$ cat src/rtl/load_store_unit_pkg.sv
`default_nettype none
// ============================================================================
//  Module   : load_store_unit_pkg
//  Brief    : Shared constants and helpers for the load/store unit: access
//             width encodings, FSM state codes, default bus wait limit and
//             lane/byte-enable helper functions.
//  Revision : 1.0  initial release
// ============================================================================
package load_store_unit_pkg;

    // Access width encodings on WL (3 is treated as word)
    localparam logic [1:0] c_WL_BYTE = 2'd0;
    localparam logic [1:0] c_WL_HALF = 2'd1;
    localparam logic [1:0] c_WL_WORD = 2'd2;

    // Default number of REQ cycles without bus_ack before a bus error
    localparam int c_WAIT_LIMIT_DEFAULT = 255;

    // FSM state codes
    localparam int         c_STATE_W  = 2;
    localparam logic [1:0] c_ST_IDLE  = 2'd0;
    localparam logic [1:0] c_ST_REQ   = 2'd1;
    localparam logic [1:0] c_ST_DONE  = 2'd2;

    // True when the low address bits do not match the access width
    function automatic logic is_misaligned(input logic [1:0] wl, input logic [1:0] lane);
        logic mis;
        case (wl)
            c_WL_BYTE: mis = 1'b0;
            c_WL_HALF: mis = lane[0];
            default:   mis = (lane != 2'b00);
        endcase
        return mis;
    endfunction

    // Byte enables; loads use the same enables as stores
    function automatic logic [3:0] byte_enables(input logic [1:0] wl, input logic [1:0] lane);
        logic [3:0] be;
        case (wl)
            c_WL_BYTE: be = 4'b0001 << lane;
            c_WL_HALF: be = lane[1] ? 4'b1100 : 4'b0011;
            c_WL_WORD: be = 4'b1111;
            default:   be = 4'b1111;
        endcase
        return be;
    endfunction

    // Replicate right-justified store data across every lane it may land on
    function automatic logic [31:0] store_lanes(input logic [1:0] wl, input logic [31:0] wdata);
        logic [31:0] lanes;
        case (wl)
            c_WL_BYTE: lanes = {4{wdata[7:0]}};
            c_WL_HALF: lanes = {2{wdata[15:0]}};
            default:   lanes = wdata;
        endcase
        return lanes;
    endfunction

endpackage
`default_nettype wire

$ cat src/rtl/load_store_unit_load_extend.sv
`default_nettype none
// ============================================================================
//  Module   : load_store_unit_load_extend
//  Brief    : Combinational lane select and sign/zero extension of a loaded
//             memory word into a right-justified 32-bit result.
//  Revision : 1.0  initial release
// ============================================================================
module load_store_unit_load_extend
    import load_store_unit_pkg::*;
(
    input  logic [31:0] i_word,
    input  logic [1:0]  i_wl,
    input  logic [1:0]  i_lane,
    input  logic        i_sign_ext,
    output logic [31:0] o_result
);

    logic [7:0]  w_byte;
    logic [15:0] w_half;

    // Pick the addressed lane and extend it to 32 bits
    always_comb begin
        w_byte = i_word[{i_lane, 3'b000} +: 8];
        w_half = i_lane[1] ? i_word[31:16] : i_word[15:0];
        case (i_wl)
            c_WL_BYTE: o_result = {{24{i_sign_ext & w_byte[7]}}, w_byte};
            c_WL_HALF: o_result = {{16{i_sign_ext & w_half[15]}}, w_half};
            default:   o_result = i_word;
        endcase
    end

endmodule
`default_nettype wire

$ cat src/rtl/load_store_unit.sv
`default_nettype none
// ============================================================================
//  Module   : load_store_unit
//  Brief    : Single-outstanding load/store unit. Accepts a decode-stage
//             load/store in IDLE, issues one word-aligned bus request with
//             byte enables, waits for bus_ack or times out, and returns the
//             extended load result in DONE.
//  Revision : 1.0  initial release
// ============================================================================
module load_store_unit
    import load_store_unit_pkg::*;
#(
    parameter int WAIT_LIMIT = c_WAIT_LIMIT_DEFAULT
)
(
    input  logic        clk,
    input  logic        reset,
    input  logic        memRead,
    input  logic        memWrite,
    input  logic [1:0]  WL,
    input  logic        extendSign,
    input  logic [31:0] addr,
    input  logic [31:0] wdata,
    output logic [31:0] rdata,
    output logic        lsu_stall,
    output logic        misaligned,
    output logic        bus_err,
    output logic        bus_req,
    output logic        bus_we,
    output logic [31:0] bus_addr,
    output logic [31:0] bus_wdata,
    output logic [3:0]  bus_be,
    input  logic        bus_ack,
    input  logic [31:0] bus_rdata
);

    // Counter is at least 8 bits, wider only if the limit needs it
    localparam int c_CNT_W = (WAIT_LIMIT > 255) ? $clog2(WAIT_LIMIT + 1) : 8;
    localparam logic [c_CNT_W-1:0] c_CNT_LAST = c_CNT_W'(WAIT_LIMIT - 1);

    logic [c_STATE_W-1:0] r_state;
    logic [c_STATE_W-1:0] w_next_state;

    logic                 r_bus_req;
    logic                 r_bus_we;
    logic [31:0]          r_bus_addr;
    logic [31:0]          r_bus_wdata;
    logic [3:0]           r_bus_be;
    logic [1:0]           r_wl;
    logic                 r_sign;
    logic [1:0]           r_lane;
    logic [c_CNT_W-1:0]   r_cnt;
    logic [31:0]          r_rdata;
    logic                 r_bus_err;

    logic                 w_access;
    logic                 w_mis;
    logic                 w_ack;
    logic                 w_timeout;
    logic [31:0]          w_load_data;

    assign w_access  = memRead | memWrite;
    assign w_mis     = is_misaligned(WL, addr[1:0]);
    // An ack only counts while a request is actually outstanding
    assign w_ack     = r_bus_req & bus_ack;
    assign w_timeout = (r_state == c_ST_REQ) & ~bus_ack & (r_cnt == c_CNT_LAST);

    load_store_unit_load_extend u_load_extend (
        .i_word     (bus_rdata),
        .i_wl       (r_wl),
        .i_lane     (r_lane),
        .i_sign_ext (r_sign),
        .o_result   (w_load_data)
    );

    // State register
    always_ff @(posedge clk) begin
        if (reset) begin
            r_state <= c_ST_IDLE;
        end else begin
            r_state <= w_next_state;
        end
    end

    // Next-state logic
    always_comb begin
        w_next_state = r_state;
        case (r_state)
            c_ST_IDLE: begin
                if (w_access) begin
                    w_next_state = w_mis ? c_ST_DONE : c_ST_REQ;
                end
            end
            c_ST_REQ: begin
                if (w_ack || w_timeout) begin
                    w_next_state = c_ST_DONE;
                end
            end
            c_ST_DONE: w_next_state = c_ST_IDLE;
            default:   w_next_state = c_ST_IDLE;
        endcase
    end

    // Combinational outputs: stall and misalignment flag, both held low in reset
    always_comb begin
        lsu_stall  = 1'b0;
        misaligned = 1'b0;
        if (!reset) begin
            case (r_state)
                c_ST_IDLE: begin
                    lsu_stall  = w_access;
                    misaligned = w_access & w_mis;
                end
                c_ST_REQ:  lsu_stall = 1'b1;
                default:   lsu_stall = 1'b0;
            endcase
        end
    end

    // Bus request latching, wait counter and load result capture
    always_ff @(posedge clk) begin
        if (reset) begin
            r_bus_req   <= 1'b0;
            r_bus_we    <= 1'b0;
            r_bus_addr  <= 32'd0;
            r_bus_wdata <= 32'd0;
            r_bus_be    <= 4'd0;
            r_wl        <= c_WL_BYTE;
            r_sign      <= 1'b0;
            r_lane      <= 2'd0;
            r_cnt       <= '0;
            r_rdata     <= 32'd0;
            r_bus_err   <= 1'b0;
        end else begin
            r_bus_err <= 1'b0;
            case (r_state)
                c_ST_IDLE: begin
                    if (w_access && !w_mis) begin
                        // memWrite wins when both commands are high
                        r_bus_req   <= 1'b1;
                        r_bus_we    <= memWrite;
                        r_bus_addr  <= {addr[31:2], 2'b00};
                        r_bus_wdata <= store_lanes(WL, wdata);
                        r_bus_be    <= byte_enables(WL, addr[1:0]);
                        r_wl        <= WL;
                        r_sign      <= extendSign;
                        r_lane      <= addr[1:0];
                        r_cnt       <= '0;
                    end else if (w_access) begin
                        r_rdata     <= 32'd0;
                    end
                end
                c_ST_REQ: begin
                    if (w_ack) begin
                        r_bus_req <= 1'b0;
                        if (!r_bus_we) begin
                            r_rdata <= w_load_data;
                        end
                    end else if (w_timeout) begin
                        r_bus_req <= 1'b0;
                        r_bus_err <= 1'b1;
                        r_rdata   <= 32'd0;
                    end else begin
                        r_cnt <= r_cnt + c_CNT_W'(1);
                    end
                end
                default: ;
            endcase
        end
    end

    assign rdata     = r_rdata;
    assign bus_err   = r_bus_err;
    assign bus_req   = r_bus_req;
    assign bus_we    = r_bus_we;
    assign bus_addr  = r_bus_addr;
    assign bus_wdata = r_bus_wdata;
    assign bus_be    = r_bus_be;

endmodule
`default_nettype wire

$ cat config.mk
export PLATFORM = sky130hd
export DESIGN_NAME = load_store_unit
export DESIGN_NICKNAME = d
export VERILOG_FILES = /design/src/rtl/load_store_unit_pkg.sv /design/src/rtl/load_store_unit_load_extend.sv /design/src/rtl/load_store_unit.sv
export SDC_FILE = /design/constraint.sdc
export NUM_CORES = 1
export LEC_CHECK = 0
export CORE_MARGIN = 4
export CORE_UTILIZATION = 47
export CTS_BUF_LIST = sky130_fd_sc_hd__clkbuf_8 sky130_fd_sc_hd__clkbuf_16
export DETAILED_ROUTE_END_ITERATION = 8
export PLACE_DENSITY = 0.86
export SETUP_SLACK_MARGIN = 0.02
export SLEW_MARGIN = 15
export SYNTH_ARGS = -nofsm -noshare
export SYNTH_HDL_FRONTEND = slang
export SYNTH_SLANG_ARGS = --single-unit
$ cat constraint.sdc
create_clock -name clk -period 5.4 [get_ports clk]
set_input_delay 1.35 -clock clk [delete_from_list [all_inputs] [get_ports clk]]
set_output_delay 1.35 -clock clk [all_outputs]
set_load 0.01 [all_outputs]
# Yosys cells after proc, flatten, opt, wreduce, memory -nomap -nowiden
# Index checks and enable logic that the tools add are counted.
[totals]
regBits = 116
input_bits = 104
output_inout_bits = 105
wordCells = 79
[op_classes]
add_sub_neg = 1
eq_ne = 12
n_shift = 2
n_mux = 29
n_bitwise = 9
reduce_logical = 14
[op_table]
columns = ["cell", "count"]
rows = [
  ["32-bit case mux with 2 select lines", 3],
  ["32-bit two-way mux", 5],
  ["32-bit by 6-bit variable part select with 8-bit output", 1],
  ["8-bit two-way mux", 3],
  ["16-bit two-way mux", 1],
  ["8-bit case mux with 2 select lines", 1],
  ["2-bit inequality test, second input constant", 5],
  ["8-bit by 1-bit adder with 8-bit output, second input constant", 1],
  ["8-bit equality test, second input constant", 1],
  ["4-bit case mux with 2 select lines", 1],
  ["1-bit two-way mux", 7],
  ["1-bit bitwise AND", 6],
  ["2-bit by 1-bit equality test with 1-bit output, second input constant", 3],
  ["2-bit logical NOT", 3],
  ["2-bit two-way mux", 3],
  ["3-bit inequality test, second input constant", 2],
  ["1-bit case mux with 2 select lines", 3],
  ["5-bit AND reduction", 1],
  ["4-bit two-way mux", 1],
  ["2-bit case mux with 2 select lines", 1],
  ["2-bit AND reduction", 2],
  ["4-bit AND reduction", 1],
  ["2-bit nonzero test", 2],
  ["1-bit by 2-bit left shift with 4-bit output, first input constant", 1],
  ["other kinds (8)", 9],
]

# Longest topological paths before layout
# Gate-level depths: netlist of run 1.
[depth]
ltp_word = 6
mapped_depth = 7
mapped_depth_nobuf = 6

# Modules after synthesis
# A second synthesis of run 1 with hierarchy kept.
[hier_totals]
hier_cells = 704
hier_area_um2 = 5432.7
[by_module_without_submodules]
columns = ["mod", "n_inst", "cells_per_inst", "area_each_um2", "seq_area_each_um2"]
rows = [
  ["load_store_unit", 1, 571, 4750.8, 2322.2],
  ["load_store_unit_load_extend", 1, 133, 681.9, 0.0],
]

# Worst setup path before layout of run 1
# No wires, ideal clock.
[synth_timing]
path_kind = "input port to output port"
from = "input reset"
to = "output misaligned"
arrival_time_ns = 2.253
required_time_ns = 4.050
setup_slack_ns = 1.797
stages = 3
path_buffers = 1
path_cell_list = "buf_4 > or3_2 > nor4_1"
[synth_between]
elab_chain_cells = 1
[synth_rtl]
columns = ["item", "line", "rtl"]
rows = [
  ["from (decl)", "load_store_unit.sv:17", "input logic reset,"],
  ["1-bit two-way mux", "load_store_unit.sv:108", "if (!reset) begin"],
  ["to (decl)", "load_store_unit.sv:26", "output logic misaligned,"],
]
# No other way between the ends.

# Worst setup path in the final report of run 1
[layout_timing]
from = "input WL[1]"
to = "output misaligned"
[layout_between]
elab_chain_cells = 5
elab_cells_between_ends = 6
classes_between = "eq/ne (1); mux (3); bitwise (1); reduce/logical (1)"
[layout_rtl]
columns = ["item", "line", "rtl"]
rows = [
  ["from (decl)", "load_store_unit.sv:20", "input logic [1:0] WL,"],
  ["2-bit by 1-bit equality test with 1-bit output / 2-bit logical NOT (equally long branches)", "load_store_unit_pkg.sv:28", "case (wl)"],
  ["1-bit case mux with 2 select lines (*)", "load_store_unit_pkg.sv:28", ""],
  ["1-bit bitwise AND (*)", "load_store_unit.sv:112", "misaligned = w_access & w_mis;"],
  ["1-bit two-way mux (*)", "load_store_unit.sv:109", "case (r_state)"],
  ["1-bit two-way mux (*)", "load_store_unit.sv:108", ""],
]
# Every way passes the cells marked *; elsewhere a longest branch is shown, timed or not.

==> impl_metrics.json, run 1 <==
{
  "status": "finished clean",
  "maxSlewViolCount": 0,
  "power_w": 0.00242,
  "synth_seq_cells": 116,
  "finalSetupViolCount": 0,
  "rr_startpoint": "r_cnt[0]",
  "critPathCaptureType": "output pin",
  "drive_above_1_share": 0.0713,
  "hpwlAfterDp_mm": 11.6,
  "maxSlewHeadroom": 0.311,
  "max_freq_mhz": 231,
  "synth_top_family_by_area": "compound AO/OA/AOI/OAI gates",
  "syn_area_um2": 5180,
  "slowest_delay_ns": 0.61,
  "min_period_ns": 4.33,
  "drtAntennaViolNets": 0,
  "critPathSlowestCell": "clkdlybuf4s50_1",
  "grt_overflow": 0,
  "cellPowerDensity_nw_per_um2": 313,
  "start_kind": "input port",
  "yosys_most_used_dff": "dfxtp_1",
  "cts_buffer_depth": 2,
  "syn_to_final_growth_pct": 49.5,
  "timing.rr.end": "rdata[28]",
  "tightestPinTransition_ns": 1.03,
  "synth-compound-area-share": 0.246,
  "total_leakage_power_nw": 2.78,
  "synth_edf_count": 0,
  "worstPathArrival_ns": 2.98,
  "yosys.area_share.simple": 0.189,
  "holdPathEnd": "bus_addr[22]",
  "grt_max_degree": 96,
  "finClkSkew_ns": 0.00724,
  "cts_sinks": 116,
  "dr.pass1.iters": 5,
  "cts-buffers-inserted": 17,
  "dieArea_um2": 12800,
  "wl_per_cell_um": 17.7,
  "yosysTopAreaCell": "dfxtp_1",
  "cts_tree": "yes",
  "crit_buf_inv": 3,
  "synth_most_common_cell": "nand2_1",
  "muxShareOfSynthArea": 0.0553,
  "cts_max_level": 4,
  "cts_setup_buffers": 0,
  "cp_common_cell": "clkdlybuf4s50_1",
  "synth_common_cells": "125 x nand2_1, 116 x dfxtp_1, 74 x a21oi_1",
  "crit_required_ns": 4.05,
  "synth_top_area_frac": 0.448,
  "grt_pass1_vias": 5378,
  "synth_xor_area_frac": 0,
  "worstPathMaxFanout": 9,
  "critical_path_class": "in -> out",
  "cp.depth": 5,
  "synth_fa_ha_area_frac": 0.00483,
  "final_cells": 939,
  "synth.area.top_cells": "dfxtp_1 45%, nand2_1 9.0%, a21oi_1 7.1%, mux2i_1 5.0%, a22o_1 2.4%",
  "r2r_slack_ns": 2.88,
  "port_buffers": 206,
  "crit_family": "buffers and inverters",
  "cts.repair.resized": 0,
  "num_vias": 5302,
  "drcViolationCount": 0,
  "ctsHoldBuffers": 0,
  "clock_latency_ns": 0.52,
  "clk_pin_slew_ns": 0.05,
  "min_path_type": "reg -> reg",
  "num_antenna_cells": 0,
  "rsz0062_at_grt": "false",
  "hold_depth": 2,
  "nets": 895,
  "reg2reg_depth": 6,
  "place_congestion": 0.929,
  "tns_ns": 0,
  "ys.warnings.count": 0,
  "fp.dieW_um": 113,
  "max-cap-violations": 0,
  "synth_cells": 605,
  "hp-start": "bus_addr[22]",
  "post-route-period-util": 0.802,
  "coreArea_um2": 10800,
  "start_util": 0.478,
  "wl_mm": 16.6,
  "async_flop_share": 0,
  "row_count": 38,
  "grt_pass1_wl_mm": 26.2,
  "drtIter0Drc": 382,
  "grt.total_usage": 0.254,
  "ir_drop_uv": 210,
  "antenna_found_initial": 0,
  "hold_viol": 0,
  "ioPinCount": 209,
  "die_h_um": 113,
  "root_buffer": "clkbuf_8",
  "placed_cells": 910,
  "avgViaCountPerCell": 5.65,
  "cp_cell_sequence": "clkdlybuf4s50_1 > nor2_1 > buf_4 > nor4_1 > clkdlybuf4s50_1",
  "synth-seq-area-share": 0.448,
  "syn_area_per_cell_um2": 8.57,
  "synthDistinctLibCells": 53
}
## worst register-to-register path: cells and delay by family (launching register included)
family / cells / cell delay, ns
and+or+nand+nor: 1 / 0.20
AOI/OAI and AO/OA: 3 / 1.61
DFF: 1 / 0.38
adders and majority gates: 1 / 0.20
buffers and inverters: 1 / 0.07
## flip-flops by register name, summed over array words and instances (netlist names)
register,flops
r_cnt,8
bus_we,1
bus_addr,30
r_lane,2
r_sign,1
bus_be,4
bus_err,1
r_wl,2
bus_wdata,32
r_state,2
bus_req,1
rdata,32
## cell families (layout without fill, tap and decap cells)
family,Yosys count,in the layout
AOI/OAI and AO/OA,183,183
DFF,116,116
adders and majority gates,2,2
muxes,28,28
buffers and inverters,59,252
other,1,2
and+or+nand+nor,216,216
## placed cells by master (no fill, tap or decap), types with 4 or more instances in the layout
| master | count |
|---|---|
| nand2b_1 | 19 |
| clkinv_2 | 4 |
| buf_4 | 7 |
| mux2i_1 | 26 |
| a22o_1 | 14 |
| nand2_1 | 125 |
| a211oi_1 | 10 |
| dfxtp_1 | 116 |
| a311oi_1 | 11 |
| clkdlybuf4s50_1 | 205 |
| nor2b_1 | 4 |
| inv_1 | 12 |
| or3_1 | 13 |
| nand3_1 | 13 |
| clkbuf_16 | 16 |
| a22oi_1 | 5 |
| clkbuf_8 | 5 |
| o221ai_1 | 8 |
| nor2_1 | 26 |
| o211ai_1 | 9 |
| o21ai_0 | 21 |
| a21oi_1 | 74 |
| a22o_2 | 10 |
| a211o_1 | 4 |
| o2bb2ai_1 | 8 |
## how the worst max path moves through the flow
stage | startpoint | end
after floorplan | reset | misaligned
after global placement | WL[1] | misaligned
after detailed placement | WL[1] | misaligned
after CTS | WL[1] | misaligned
after global routing | WL[1] | misaligned
final | WL[1] | misaligned
## metrics by stage
| step | util | cell area (um2) | hold WS (ns) | setup WS, ns |
|---|---|---|---|---|
| floorplan | - | 5190 | 0.450 | 1.80 |
| global placement | 0.668 | 7240 | 0.441 | 1.04 |
| detailed placement | 0.668 | 7240 | 0.446 | 1.03 |
| CTS | 0.715 | 7750 | 0.453 | 1.06 |
| global route | 0.715 | 7750 | 0.475 | 0.941 |
| finish | 0.715 | 7750 | 0.451 | 1.07 |
## routing by layer
layer | part of all wire | GRT usage | vias up
li1 | - | - | 2513
met5 | 0 | 0 | -
met3 | 0.080 | 0.0877 | 53
met1 | 0.39 | 0.288 | 2501
met4 | 0.040 | 0.135 | 0
met2 | 0.49 | 0.421 | 235
## cell type report
| type | instances | area, um2 |
|---|---|---|
| clock buffers | 21 | 469 |
| multi-input cells | 431 | 2600 |
| fillers | 840 | 3090 |
| inverters | 10 | 37.5 |
| flip-flops and latches | 116 | 2320 |
| repair buffers | 213 | 2110 |
| well taps | 140 | 175 |
| clock inverters | 8 | 38.8 |
## power breakdown
part	switching (W)	internal, W
clock	0.000364	0.000594
combinational	0.000263	0.000243
sequential	0.0000417	0.000917
total	0.000669	0.00175
No activity file was read; power rests on OpenSTA's default activity.
==> run 2: changes to the inputs <==
--- a/config.mk
+++ b/config.mk
@@ -6,10 +6,10 @@
 export NUM_CORES = 1
 export LEC_CHECK = 0
 export CORE_MARGIN = 4
-export CORE_UTILIZATION = 47
+export CORE_UTILIZATION = 44
 export CTS_BUF_LIST = sky130_fd_sc_hd__clkbuf_8 sky130_fd_sc_hd__clkbuf_16
 export DETAILED_ROUTE_END_ITERATION = 8
-export PLACE_DENSITY = 0.86
+export PLACE_DENSITY = 0.81
 export SETUP_SLACK_MARGIN = 0.02
 export SLEW_MARGIN = 15
 export SYNTH_ARGS = -nofsm -noshare
==> constraint.sdc (replaced) <==
create_clock -name clk -period 4.2 [get_ports clk]
set_input_delay 1.05 -clock clk [delete_from_list [all_inputs] [get_ports clk]]
set_output_delay 1.05 -clock clk [all_outputs]
set_load 0.01 [all_outputs]
==> run 2 against run 1 <==
Power grew 27%. Critical path depth is 1 lower. Clock power is 23% higher. Sequential share of layout area shrank 0.053 points. Routed wire length is 1.9% lower. Count of clock-buffer cells in the layout shrank 2. Clock skew fell by 0.0021 ns. Critical path type unchanged. Largest cell class unchanged.
==> impl_metrics.json, run 2 (synthesized netlist as in run 1, its figures left out) <==
{
  "status": "finished clean",
  "finClkSkew_ns": 0.00514,
  "num_vias": 5216,
  "tns_ns": 0,
  "final_area_um2": 7760,
  "grt_overflow": 0,
  "fp.dieW_um": 117,
  "cts_buffer_depth": 2,
  "placed_cells": 918,
  "r2r_slack_ns": 1.89,
  "min_period_ns": 3.72,
  "finalSetupViolCount": 0,
  "grt_pass1_vias": 5197,
  "port_buffers": 206,
  "pwr-share-clk": 0.385,
  "dr.pass1.iters": 5,
  "drcViolationCount": 0,
  "p_int_w": 0.00224,
  "antenna_found_initial": 0,
  "total_leakage_power_nw": 2.79,
  "grt_pass1_wl_mm": 26.0,
  "drive_above_1_share": 0.0700,
  "avgViaCountPerCell": 5.53,
  "cellPowerDensity_nw_per_um2": 396,
  "holdPathEnd": "bus_wdata[6]",
  "cts_setup_buffers": 0,
  "coreArea_um2": 11500,
  "placed_cell_area_um2": 7290,
  "critPathSlowestCell": "clkdlybuf4s50_1",
  "grt_max_degree": 88,
  "ctsHoldBuffers": 0,
  "max_freq_mhz": 269,
  "critical_path_class": "in -> out",
  "power_w": 0.00307,
  "multi_input_area_um2": 2590,
  "drtAntennaViolNets": 0,
  "reg2reg_depth": 4,
  "wl_mm": 16.3,
  "slowest_delay_ns": 0.63,
  "rsz0062_at_grt": "false",
  "ir_drop_uv": 268,
  "maxSlewHeadroom": 0.400,
  "final_cells": 943,
  "num_antenna_cells": 0,
  "p_sw_w": 0.000827,
  "root_buffer": "clkbuf_16",
  "seq_area_um2": 2320,
  "die_h_um": 117,
  "cts_sinks": 116,
  "post-route-period-util": 0.886,
  "maxSlewViolCount": 0,
  "cts-buffers-inserted": 17,
  "max-cap-violations": 0,
  "start_util": 0.452,
  "fill_cells": 917,
  "place_congestion": 0.933,
  "hold_depth": 2,
  "hpwlAfterDp_mm": 11.7,
  "tightestPinTransition_ns": 0.899,
  "cp_common_cell": "clkdlybuf4s50_1",
  "final_common_cell": "clkdlybuf4s50_1",
  "row_count": 39,
  "grt.total_usage": 0.242,
  "p_seq_frac": 0.401,
  "final_cell_mix": "205 x clkdlybuf4s50_1, 125 x nand2_1, 116 x dfxtp_1, 74 x a21oi_1",
  "start_kind": "input port",
  "rr_startpoint": "r_lane[1]",
  "syn_to_final_growth_pct": 49.7,
  "ioPinCount": 209,
  "worstPathMaxFanout": 5,
  "drtIter0Drc": 432,
  "min_path_type": "reg -> reg",
  "cts_tree": "yes",
  "hp-start": "bus_wdata[6]",
  "p_comb_frac": 0.213,
  "critPathCaptureType": "output pin",
  "nets": 900,
  "p_sw_frac": 0.269,
  "clk_pin_slew_ns": 0.05,
  "hold_viol": 0,
  "cts_max_level": 4,
  "dieArea_um2": 13600,
  "cp_cell_sequence": "clkdlybuf4s50_1 > nor2_1 > nor4_1 > clkdlybuf4s50_1",
  "cts.repair.resized": 0,
  "wl_per_cell_um": 17.3,
  "worstPathArrival_ns": 2.67,
  "clock_latency_ns": 0.41,
  "timing.rr.end": "rdata[8]",
  "crit_required_ns": 3.15
}
run 2: cell count changes in the layout (fill, tap and decap cells not counted), sizes merged:
cell / previous run / this run
buf: 8 / 13
clkbuf: 21 / 19
clkinv: 5 / 2
clkinvlp: 1 / 0
inv: 12 / 14
run 2: area by class of cell:
class	instances	area share
Sequential cell	116	0.299
Multi-Input combinational cell	431	0.333
Tap cell	143	0.0230
Timing Repair Buffer	218	0.278
Clock inverter	6	0.00306
Inverter	10	0.00483
Clock buffer	19	0.0583
run 2: routing by layer:
metal  up-vias  GRT usage  share of wire
met3        22     0.0902          0.097
li1       2525          -              -
met5         -          0              0
met1      2443      0.296           0.40
met4         0     0.0795          0.017
met2       226      0.396           0.49
run 2: how the worst max path moves through the flow:
stage,startpoint,endpoint,cells after the start,slack (ns)
after global routing,addr[1],misaligned,4,0.43
after detailed placement,memWrite,misaligned,4,0.50
after floorplan,reset,misaligned,3,1.20
final,memWrite,misaligned,4,0.48
after global placement,memWrite,misaligned,4,0.49
after CTS,memWrite,misaligned,4,0.49
run 2: critical path, delay by kind of cell:
family        cells  cell delay (ns)
simple gates      2             0.38
buf+inv           2             1.23
run 2: stage by stage:
stage | worst slack [ns] | hold slack (ns) | util
finish | 0.478 | 0.450 | 0.677
global route | 0.434 | 0.476 | 0.677
CTS | 0.491 | 0.452 | 0.677
detailed placement | 0.496 | 0.445 | 0.635
global placement | 0.494 | 0.442 | 0.635
floorplan | 1.20 | 0.450 | -
run 2: power groups by stage:
stage | Sequential, W | Combinational, W | Clock [W]
floorplan | 0.00127 | 0.000310 | 0
global placement | 0.00125 | 0.000636 | 0
detailed placement | 0.00125 | 0.000650 | 0
CTS | 0.00123 | 0.000657 | 0.00121
global route | 0.00124 | 0.000714 | 0.00126
finish | 0.00123 | 0.000655 | 0.00118
